## config.mk

```make
export PLATFORM = sky130hd
export DESIGN_NAME = tmds_pll_supervisor
export DESIGN_NICKNAME = d
export VERILOG_FILES = /design/src/rtl/tmds_clk_pkg.sv /design/src/rtl/sync_ff.sv /design/src/rtl/tmds_pll_supervisor.sv
export SDC_FILE = /design/constraint.sdc
export NUM_CORES = 1
export LEC_CHECK = 0
export ABC_AREA = 1
export ABC_CLOCK_PERIOD_IN_PS = 2300
export BUFFER_PORTS_ARGS = -buffer_cell sky130_fd_sc_hd__buf_2
export CAP_MARGIN = 10
export CELL_PAD_IN_SITES_DETAIL_PLACEMENT = 2
export CELL_PAD_IN_SITES_GLOBAL_PLACEMENT = 2
export CORE_MARGIN = 4
export CORE_UTILIZATION = 34
export CTS_CLUSTER_DIAMETER = 40
export DETAILED_ROUTE_END_ITERATION = 7
export PLACE_DENSITY = 0.84
export SLEW_MARGIN = 30
export SYNTH_ARGS = -nofsm -noshare
export SYNTH_HDL_FRONTEND = slang
export SYNTH_SLANG_ARGS = --single-unit
export TNS_END_PERCENT = 100
```

## constraint.sdc

```tcl
create_clock -name clk -period 2.3 [get_ports clk]
set_input_delay 0.23 -clock clk [delete_from_list [all_inputs] [get_ports clk]]
set_output_delay 0.23 -clock clk [all_outputs]
set_load 0.01 [all_outputs]
```

## src/rtl/tmds_clk_pkg.sv

```systemverilog
// Shared definitions for the TMDS clocking blocks.
// Contents: the PLL supervisor state enum, the reset-control payload and its
// per-state decode, and constant helpers that size shared cycle counters.
package tmds_clk_pkg;

  typedef enum logic [2:0] {
    RST_PLL   = 3'd0,
    WAIT_LOCK = 3'd1,
    STABLE    = 3'd2,
    SER_REL   = 3'd3,
    RUN       = 3'd4
  } sup_state_e;

  // Reset-control outputs driven by the supervisor.
  typedef struct packed {
    logic pll_rst;
    logic ser_rst;
    logic pix_rst_n;
    logic ready;
  } rst_ctl_t;

  // Output levels owned by each state. Reset release is ordered PLL, serializer, pixel.
  function automatic rst_ctl_t rst_decode(input sup_state_e st);
    rst_ctl_t c;
    c = '{pll_rst: 1'b1, ser_rst: 1'b1, pix_rst_n: 1'b0, ready: 1'b0};
    case (st)
      WAIT_LOCK, STABLE: c.pll_rst = 1'b0;
      SER_REL: begin
        c.pll_rst = 1'b0;
        c.ser_rst = 1'b0;
      end
      RUN: begin
        c.pll_rst   = 1'b0;
        c.ser_rst   = 1'b0;
        c.pix_rst_n = 1'b1;
        c.ready     = 1'b1;
      end
      default: ;
    endcase
    return c;
  endfunction

  function automatic int unsigned max_u(input int unsigned a, input int unsigned b);
    return (a > b) ? a : b;
  endfunction

  // Bits needed to count 0..max_val-1 (never less than 1).
  function automatic int unsigned cnt_width(input int unsigned max_val);
    int unsigned w;
    w = 1;
    while ((w < 32) && ((64'(1) << w) < 64'(max_val))) begin
      w = w + 1;
    end
    return w;
  endfunction

endpackage

```

## src/rtl/sync_ff.sv

```systemverilog
// Generic asynchronous-to-clk single-bit synchronizer.
// Ports: clk, rst_n (async active-low, chain resets to 0), d (async input),
// q (synchronized output, STAGES flops after d).
module sync_ff #(
  parameter int unsigned STAGES = 2
) (
  input  logic clk,
  input  logic rst_n,
  input  logic d,
  output logic q
);

  logic [STAGES-1:0] chain;

  // Shift register; chain[0] is the metastability-catching flop.
  always_ff @(posedge clk or negedge rst_n) begin
    if (!rst_n) begin
      chain <= '0;
    end else begin
      chain <= {chain[STAGES-2:0], d};
    end
  end

  assign q = chain[STAGES-1];

endmodule

```

## src/rtl/tmds_pll_supervisor.sv

```systemverilog
// Lock/reset supervisor for the TMDS PLL, running on the free-running board clock.
// Drives PLL RESET, filters the asynchronous PLL lock, then releases the serializer
// reset and afterwards the pixel reset. Restarts on lock loss or soft reset.
// Ports:
//   clk, rst_n      board clock, async active-low reset
//   pll_lock        PLL LOCK (asynchronous to clk)
//   soft_rst        one-cycle synchronous restart request
//   pll_rst         PLL RESET, active high
//   ser_rst         serializer reset, active high
//   pix_rst_n       pixel-domain reset, active low
//   ready           high only while running
//   retry_cnt       saturating count of lock timeouts
//   loss_cnt        saturating count of lock losses after lock was qualified
module tmds_pll_supervisor
  import tmds_clk_pkg::*;
#(
  parameter int unsigned SYNC_STAGES    = 2,
  parameter int unsigned PLL_RST_CYCLES = 16,
  parameter int unsigned LOCK_TIMEOUT   = 50000,
  parameter int unsigned STABLE_CYCLES  = 1024,
  parameter int unsigned SER_TO_PIX     = 16
) (
  input  logic       clk,
  input  logic       rst_n,
  input  logic       pll_lock,
  input  logic       soft_rst,
  output logic       pll_rst,
  output logic       ser_rst,
  output logic       pix_rst_n,
  output logic       ready,
  output logic [7:0] retry_cnt,
  output logic [7:0] loss_cnt
);

  localparam int unsigned CNT_MAX = max_u(max_u(PLL_RST_CYCLES, LOCK_TIMEOUT),
                                          max_u(STABLE_CYCLES, SER_TO_PIX));
  localparam int unsigned CW      = cnt_width(CNT_MAX);

  localparam logic [CW-1:0] PLL_RST_LAST = CW'(PLL_RST_CYCLES - 1);
  localparam logic [CW-1:0] TIMEOUT_LAST = CW'(LOCK_TIMEOUT - 1);
  localparam logic [CW-1:0] STABLE_LAST  = CW'(STABLE_CYCLES - 1);
  localparam logic [CW-1:0] SER_LAST     = CW'(SER_TO_PIX - 1);
  localparam rst_ctl_t      CTL_RESET    = rst_decode(RST_PLL);

  sup_state_e    state;
  sup_state_e    state_nxt;
  logic [CW-1:0] cnt;
  logic [CW-1:0] cnt_nxt;
  logic          lock_s;
  logic          retry_inc;
  logic          loss_inc;
  rst_ctl_t      ctl_q;

  // Lock synchronizer; the FSM never looks at raw pll_lock.
  sync_ff #(
    .STAGES(SYNC_STAGES)
  ) u_lock_sync (
    .clk  (clk),
    .rst_n(rst_n),
    .d    (pll_lock),
    .q    (lock_s)
  );

  // Next-state logic; soft_rst overrides every state.
  always_comb begin
    state_nxt = state;
    retry_inc = 1'b0;
    loss_inc  = 1'b0;
    if (soft_rst) begin
      state_nxt = RST_PLL;
    end else begin
      case (state)
        RST_PLL: begin
          if (cnt == PLL_RST_LAST) state_nxt = WAIT_LOCK;
        end
        WAIT_LOCK: begin
          // Lock wins over a coincident timeout.
          if (lock_s) begin
            state_nxt = STABLE;
          end else if (cnt == TIMEOUT_LAST) begin
            state_nxt = RST_PLL;
            retry_inc = 1'b1;
          end
        end
        STABLE: begin
          // A dropout here is a glitch, not a loss: just re-wait with a fresh timeout.
          if (!lock_s) begin
            state_nxt = WAIT_LOCK;
          end else if (cnt == STABLE_LAST) begin
            state_nxt = SER_REL;
          end
        end
        SER_REL: begin
          if (!lock_s) begin
            state_nxt = RST_PLL;
            loss_inc  = 1'b1;
          end else if (cnt == SER_LAST) begin
            state_nxt = RUN;
          end
        end
        RUN: begin
          if (!lock_s) begin
            state_nxt = RST_PLL;
            loss_inc  = 1'b1;
          end
        end
        default: state_nxt = RST_PLL;
      endcase
    end
  end

  // Shared counter restarts on any state change or restart request; idle in RUN.
  always_comb begin
    cnt_nxt = cnt + CW'(1);
    if (soft_rst || (state_nxt != state)) begin
      cnt_nxt = '0;
    end else if (state == RUN) begin
      cnt_nxt = cnt;
    end
  end

  // State and counter registers.
  always_ff @(posedge clk or negedge rst_n) begin
    if (!rst_n) begin
      state <= RST_PLL;
      cnt   <= '0;
    end else begin
      state <= state_nxt;
      cnt   <= cnt_nxt;
    end
  end

  // Outputs decoded from the next state so they change on the same edge as the state.
  always_ff @(posedge clk or negedge rst_n) begin
    if (!rst_n) begin
      ctl_q <= CTL_RESET;
    end else begin
      ctl_q <= rst_decode(state_nxt);
    end
  end

  // Saturating event counters; only rst_n clears them.
  always_ff @(posedge clk or negedge rst_n) begin
    if (!rst_n) begin
      retry_cnt <= 8'd0;
      loss_cnt  <= 8'd0;
    end else begin
      if (retry_inc && (retry_cnt != 8'hFF)) retry_cnt <= retry_cnt + 8'd1;
      if (loss_inc && (loss_cnt != 8'hFF))   loss_cnt  <= loss_cnt + 8'd1;
    end
  end

  assign pll_rst   = ctl_q.pll_rst;
  assign ser_rst   = ctl_q.ser_rst;
  assign pix_rst_n = ctl_q.pix_rst_n;
  assign ready     = ctl_q.ready;

endmodule

```

* Yosys cells after proc, flatten, opt, wreduce, memory -nomap -nowiden *
Cells that the tools add are included.

storage, ports and cells
  register bits after elaboration = 41
  input port bits = 4
  output and inout port bits = 20
  logic and storage cells = 56

operators by class
  add/subtract/negate cells = 3
  eq/ne operators = 15
  multiplexer cells = 22
  reductions and logical operators = 7

operators with widths
  operator                                                           number
  16-bit two-way mux                                                 2
  3-bit two-way mux                                                  9
  16-bit by 1-bit adder with 16-bit output, second input constant    1
  8-bit by 1-bit adder with 8-bit output, second input constant      2
  16-bit by 10-bit == test with 1-bit output, second input constant  1
  16-bit == test, second input constant                              1
  16-bit by 4-bit == test with 1-bit output, second input constant   1
  8-bit inequality test, second input constant                       2
  3-bit case mux with 5 select lines                                 1
  3-bit by 2-bit == test with 1-bit output, second input constant    4
  1-bit two-way mux                                                  9
  3-bit by 1-bit == test with 1-bit output, second input constant    2
  3-bit == test, second input constant                               2
  2-bit OR reduction                                                 2
  4-bit OR reduction                                                 1
  3-bit logical NOT                                                  1
  3-bit inequality test                                              1
  1-bit logical AND                                                  2
  2-bit two-way mux                                                  1
  2-bit inequality test, second input constant                       1
  1-bit logical OR                                                   1

* Depth between registers and ports, before layout *
  depth after elaboration = 8
  depth in mapped cells = 14
  gate-level depth less buffers = 13

* By module *
Synthesis repeated with hierarchy kept, for this count alone.

unflattened totals
  cells, all modules = 275
  area, all modules = 2289.7 µm²

by module, submodules not included
  module               times used  cells each  area each (µm²)  seq. area each (µm²)
  tmds_pll_supervisor  1           273         2239.6           953.4
  sync_ff              1           2           50.0             50.0

* Least setup slack after synthesis *
No wires, ideal clock.

  path type = register to register
  from = register cnt[1]
  to = register cnt[7]
  setup time = 0.069 ns
  arrival = 1.566 ns
  required time = 2.231 ns
  slack = 0.665 ns
  cell stages (with the launch flop) = 13
  path buffers = 1
  clock period less this slack = 1.635 ns
  path through = dfrtp_1 > ha_1 > nand3_2 > nor2_2 > nand2_2 > nor2_1 > nand2_1 > nand3_2 > nand2_1 > nand2_1 > nand3_4 > buf_6 > nor2_2

between the ends
  longest elaborated chain between the ends = 8
  elaborated cells between the ends (all ways) = 18
  classes of those cells = add/sub: 1; eq/ne: 5; mux: 11; reduce/logical: 1

ends and longest elaborated chain
  item                                                                          line                                                                             text
  start: declaration                                                            tmds_pll_supervisor.sv:47                                                        logic [CW-1:0] cnt;
  start signal: assignment                                                      tmds_pll_supervisor.sv:129                                                       cnt <= cnt_nxt;
  16-bit by 4-bit == test with 1-bit output (tied with other cells)             tmds_pll_supervisor.sv:74, tmds_pll_supervisor.sv:97
  3-bit two-way mux, on equally long branches                                   tmds_pll_supervisor.sv:97, tmds_pll_supervisor.sv:80, tmds_pll_supervisor.sv:89
  3-bit two-way mux, on equally long branches                                   tmds_pll_supervisor.sv:94, tmds_pll_supervisor.sv:78, tmds_pll_supervisor.sv:87
  3-bit case mux with 5 select lines                                            tmds_pll_supervisor.sv:72                                                        case (state)
  3-bit two-way mux                                                             tmds_pll_supervisor.sv:69                                                        if (soft_rst) begin
  3-bit inequality test                                                         tmds_pll_supervisor.sv:115                                                       if (soft_rst || (state_nxt != state)) begin
  1-bit logical OR                                                              tmds_pll_supervisor.sv:115
  2-bit inequality test (no line) / 16-bit two-way mux (equally long branches)  --

Parallel ways exist; a longest one is shown, timed or not. The select of a mux whose other input is x is not followed.
A chain may end at the register's enable or synchronous reset.

* Final worst setup path *
  from = register cnt[12]
  to = register cnt[1]

between the ends
  longest elaborated chain between the ends = 8
  elaborated cells between the ends (all ways) = 16
  classes of those cells = eq/ne: 5; mux: 10; reduce/logical: 1

ends and longest elaborated chain
  item                                                                          line
  16-bit by 4-bit == test with 1-bit output (tied with other cells)             tmds_pll_supervisor.sv:74, tmds_pll_supervisor.sv:97
  3-bit two-way mux, on equally long branches                                   tmds_pll_supervisor.sv:97, tmds_pll_supervisor.sv:80, tmds_pll_supervisor.sv:89
  3-bit two-way mux, on equally long branches                                   tmds_pll_supervisor.sv:94, tmds_pll_supervisor.sv:78, tmds_pll_supervisor.sv:87
  3-bit case mux with 5 select lines *                                          tmds_pll_supervisor.sv:72
  3-bit two-way mux *                                                           tmds_pll_supervisor.sv:69
  3-bit inequality test *                                                       tmds_pll_supervisor.sv:115
  1-bit logical OR *                                                            tmds_pll_supervisor.sv:115
  2-bit inequality test (no line) / 16-bit two-way mux (equally long branches)  --

Every way passes the cells marked *; elsewhere a longest branch is shown, timed or not.

==> results by group <==
Outcome
  • Status: completed

Routing
  • Via count: 1,878
  • Vias per inst: 4.903
  • Post-DRT Antenna Nets: 0
  • DRC Markers: 0
  • Final WL: 5841 um
  • DR iter-0 viols: 36
  • DRT Pass-1 Iters: 4
  • Wirelength per Cell: 15.25 um

Synthesis
  • Ys flop type: dfrtp_1
  • Post-synth EDFFs: 0
  • Synthesized area: 2220 sq um
  • Syn Inst Count: 276
  • Part of the Yosys area used for sequential elements: 0.4521
  • Async S/R FF share, synth: 1.000
  • Synth warn: 0
  • Syn nets: 283
  • Post-synth cell types: 26
  • Synthesized area per cell: 8.042 sq um
  • Synthesized flop and latch total: 40

Setup path
  • Critical-path cell list: nor2_1, nand2_1, nor2_2, nand2_2, nor2_1, nand2_1, nand3_2, nand2_1, nand2_1, nand3_4, nor2_1
  • Worst Path Required: 2520 ps
  • Crit path max fanout: 16
  • Slowest cell on the critical path: dfrtp_1
  • Crit. End Element: register
  • WS Path Type: register to register
  • Max stage delay on crit path: 450 ps
  • Setup crit start: cnt[12]$_DFFE_PN0P_
  • Most used cell, CP: nand2_1
  • CP Launch Type: register
  • R2R Path Start: cnt[12]$_DFFE_PN0P_
  • CP arrival: 2250 ps

Job
  • MaxCap Viol Count: 0

Die
  • Core footprint: 6350 sq um
  • Chip Height: 88.80 um
  • Die extent in x: 88.80 um
  • # IOs: 24
  • # rows: 29
  • Die area: 7885 sq um
  • Starting density of the core: 0.3496

Place
  • Post-DP HPWL: 4172 um
  • Dpl cell area: 2412 sq um
  • DP Cell Count: 374
  • GP Congestion: 0.7636
  • # port buffers: 23
  • Setup WS pre-CTS: 272.0 ps

Clock tree
  • Clock Tree Root: clkbuf_8
  • Clock Path Buffers: 2
  • Hold Buf Count CTS: 0
  • Total CTS buffers: 5
  • # resized after CTS: 0
  • Setup bufs post-CTS: 0
  • # clock sinks: 40
  • Clock Latency Late Sink: 300 ps
  • CTS tree: built
  • Htree depth: 2
  • CTS clock-pin slew for the worst setup and hold paths: 90 ps

Power and ir drop
  • Part of the power in registers: 0.516
  • Sw frac: 0.2227
  • Comb power frac: 0.032
  • Leakage power: 1.333 nW
  • Internal power: 1.076 mW
  • Pwr dens: 543.7 nW/um^2
  • Total power: 1.384 mW
  • Maximum vdd drop: 0.3268 mV
  • Sw power: 0.3083 mW
  • Clk pwr share: 0.452

GRT
  • First-pass GRT wire length: 9970 um
  • Number of global-route vias before repair: 2,093
  • Aggregate global routing overflow: 0
  • GR Util All Layers: 0.1650
  • Largest net degree at the start of global routing: 41
  • Initial antenna violation count: 0

Timing
  • Rel. slew slack: 0.6490
  • Min Tclk post-route: 2031 ps
  • Final Max Slew Viols: 0
  • Slew @ Worst Pin: 526.6 ps
  • # setup viols final: 0
  • Period Utilization, post-route: 0.8829
  • Clock skew: 6.810 ps
  • Setup TNS: 0 ps
  • Min Hold Slack: 31.35 ps
  • RSZ-0062 raised after global routing: false
  • Endpoints failing hold: 0
  • Final setup margin: 269.3 ps
  • Maximum clock rate: 492.4 MHz

Min path
  • Hold path start: pll_lock
  • Worst Hold Class: primary input to register

Finish
  • Area growth syn-to-layout: 14.71%
  • Layout Cells excl Fill: 383
  • Fin util: 0.4010
  • Non-Filler Cell Area, Final: 2546 sq um
  • Layout cell share with drive strength beyond 1: 0.1895
  • Final Net Count: 312
  • Ant diodes: 0
## worst paths after layout
check | to | slack [ps] | depth (start not counted)
worst max register to register | cnt[1]$_DFFE_PN0P_ | 270 | 11
worst max-delay path | cnt[1]$_DFFE_PN0P_ | 270 | 11
max in group asynchronous | pll_rst$_DFF_PN1_ | 1470 | 2
worst min register to register | u_lock_sync.chain[1]$_DFF_PN0_ | 360 | 0
min in group asynchronous | cnt[11]$_DFFE_PN0P_ | 450 | 2
worst min-delay path | u_lock_sync.chain[0]$_DFF_PN0_ | 30 | 1
## sequential cells by signal (all words and copies together) (netlist names)
register,flops
loss_cnt,8
cnt,16
state,3
retry_cnt,8
pll_rst,1
ser_rst,1
pix_rst_n,1
u_lock_sync.chain,2
## kinds of logic (layout without fill, tap and decap cells)
family | after synthesis | after routing | synth area share
fa+ha+maj | 3 | 3 | 0.01691
flops | 40 | 40 | 0.4521
simple gates | 149 | 149 | 0.3112
buf+inv | 48 | 78 | 0.08624
compound gates | 8 | 8 | 0.02030
mux | 3 | 3 | 0.01466
xor+xnor | 25 | 25 | 0.09865
## layout make-up
class	instances	area, sq um
inverters	46	172.7
flip-flops and latches	40	1003
fillers	718	3804
well taps	77	96.34
repair buffers	24	127.6
multi-input cells	188	1025
clock inverters	2	38.79
clock buffers	6	82.58
## power groups by stage
stage | Combinational, mW | Sequential, mW | Clock (mW)
after detailed placement | 0.0442 | 0.729 | 0
final | 0.0441 | 0.715 | 0.625
after CTS | 0.0445 | 0.715 | 0.640
after floorplan | 0.0227 | 0.727 | 0
after global routing | 0.0510 | 0.717 | 0.672
after global placement | 0.0425 | 0.728 | 0
## layer usage
metal | vias up | global-route usage | wire length (um)
li1 | 911 | - | -
met1 | 936 | 0.1984 | 2556
met2 | 22 | 0.2915 | 3054
met3 | 9 | 0.03631 | 154
met4 | 0 | 0.05220 | 75
met5 | - | 0 | 0
## Yosys cell counts, types with 3 or more instances
library cell	n	area, sq um
xor2_1	18	157.7
nand2_1	55	206.5
nor2_2	15	93.84
dfrtp_1	38	950.9
nor3_1	8	40.04
xnor2_1	7	61.31
nand3_1	19	95.09
nand4_1	7	43.79
ha_1	3	37.54
nand2_2	3	18.77
inv_1	45	168.9
o21ai_0	4	20.02
nor2_1	36	135.1
## critical path, delay by kind of cell (launching register included)
kind             cells  cell delay [ps]
DFF                  1              450
and+or+nand+nor     11             1490
## cells in the final DEF, fill, tap and decap left out, types with 7 or more instances in the layout
master,instances
nand3_1,19
buf_2,22
nor3_1,8
xor2_1,18
dfrtp_1,38
nor2_1,36
nand2_1,55
nor2_2,15
nand4_1,7
inv_1,45
xnor2_1,7
Power figures use the tool's default switching activity.
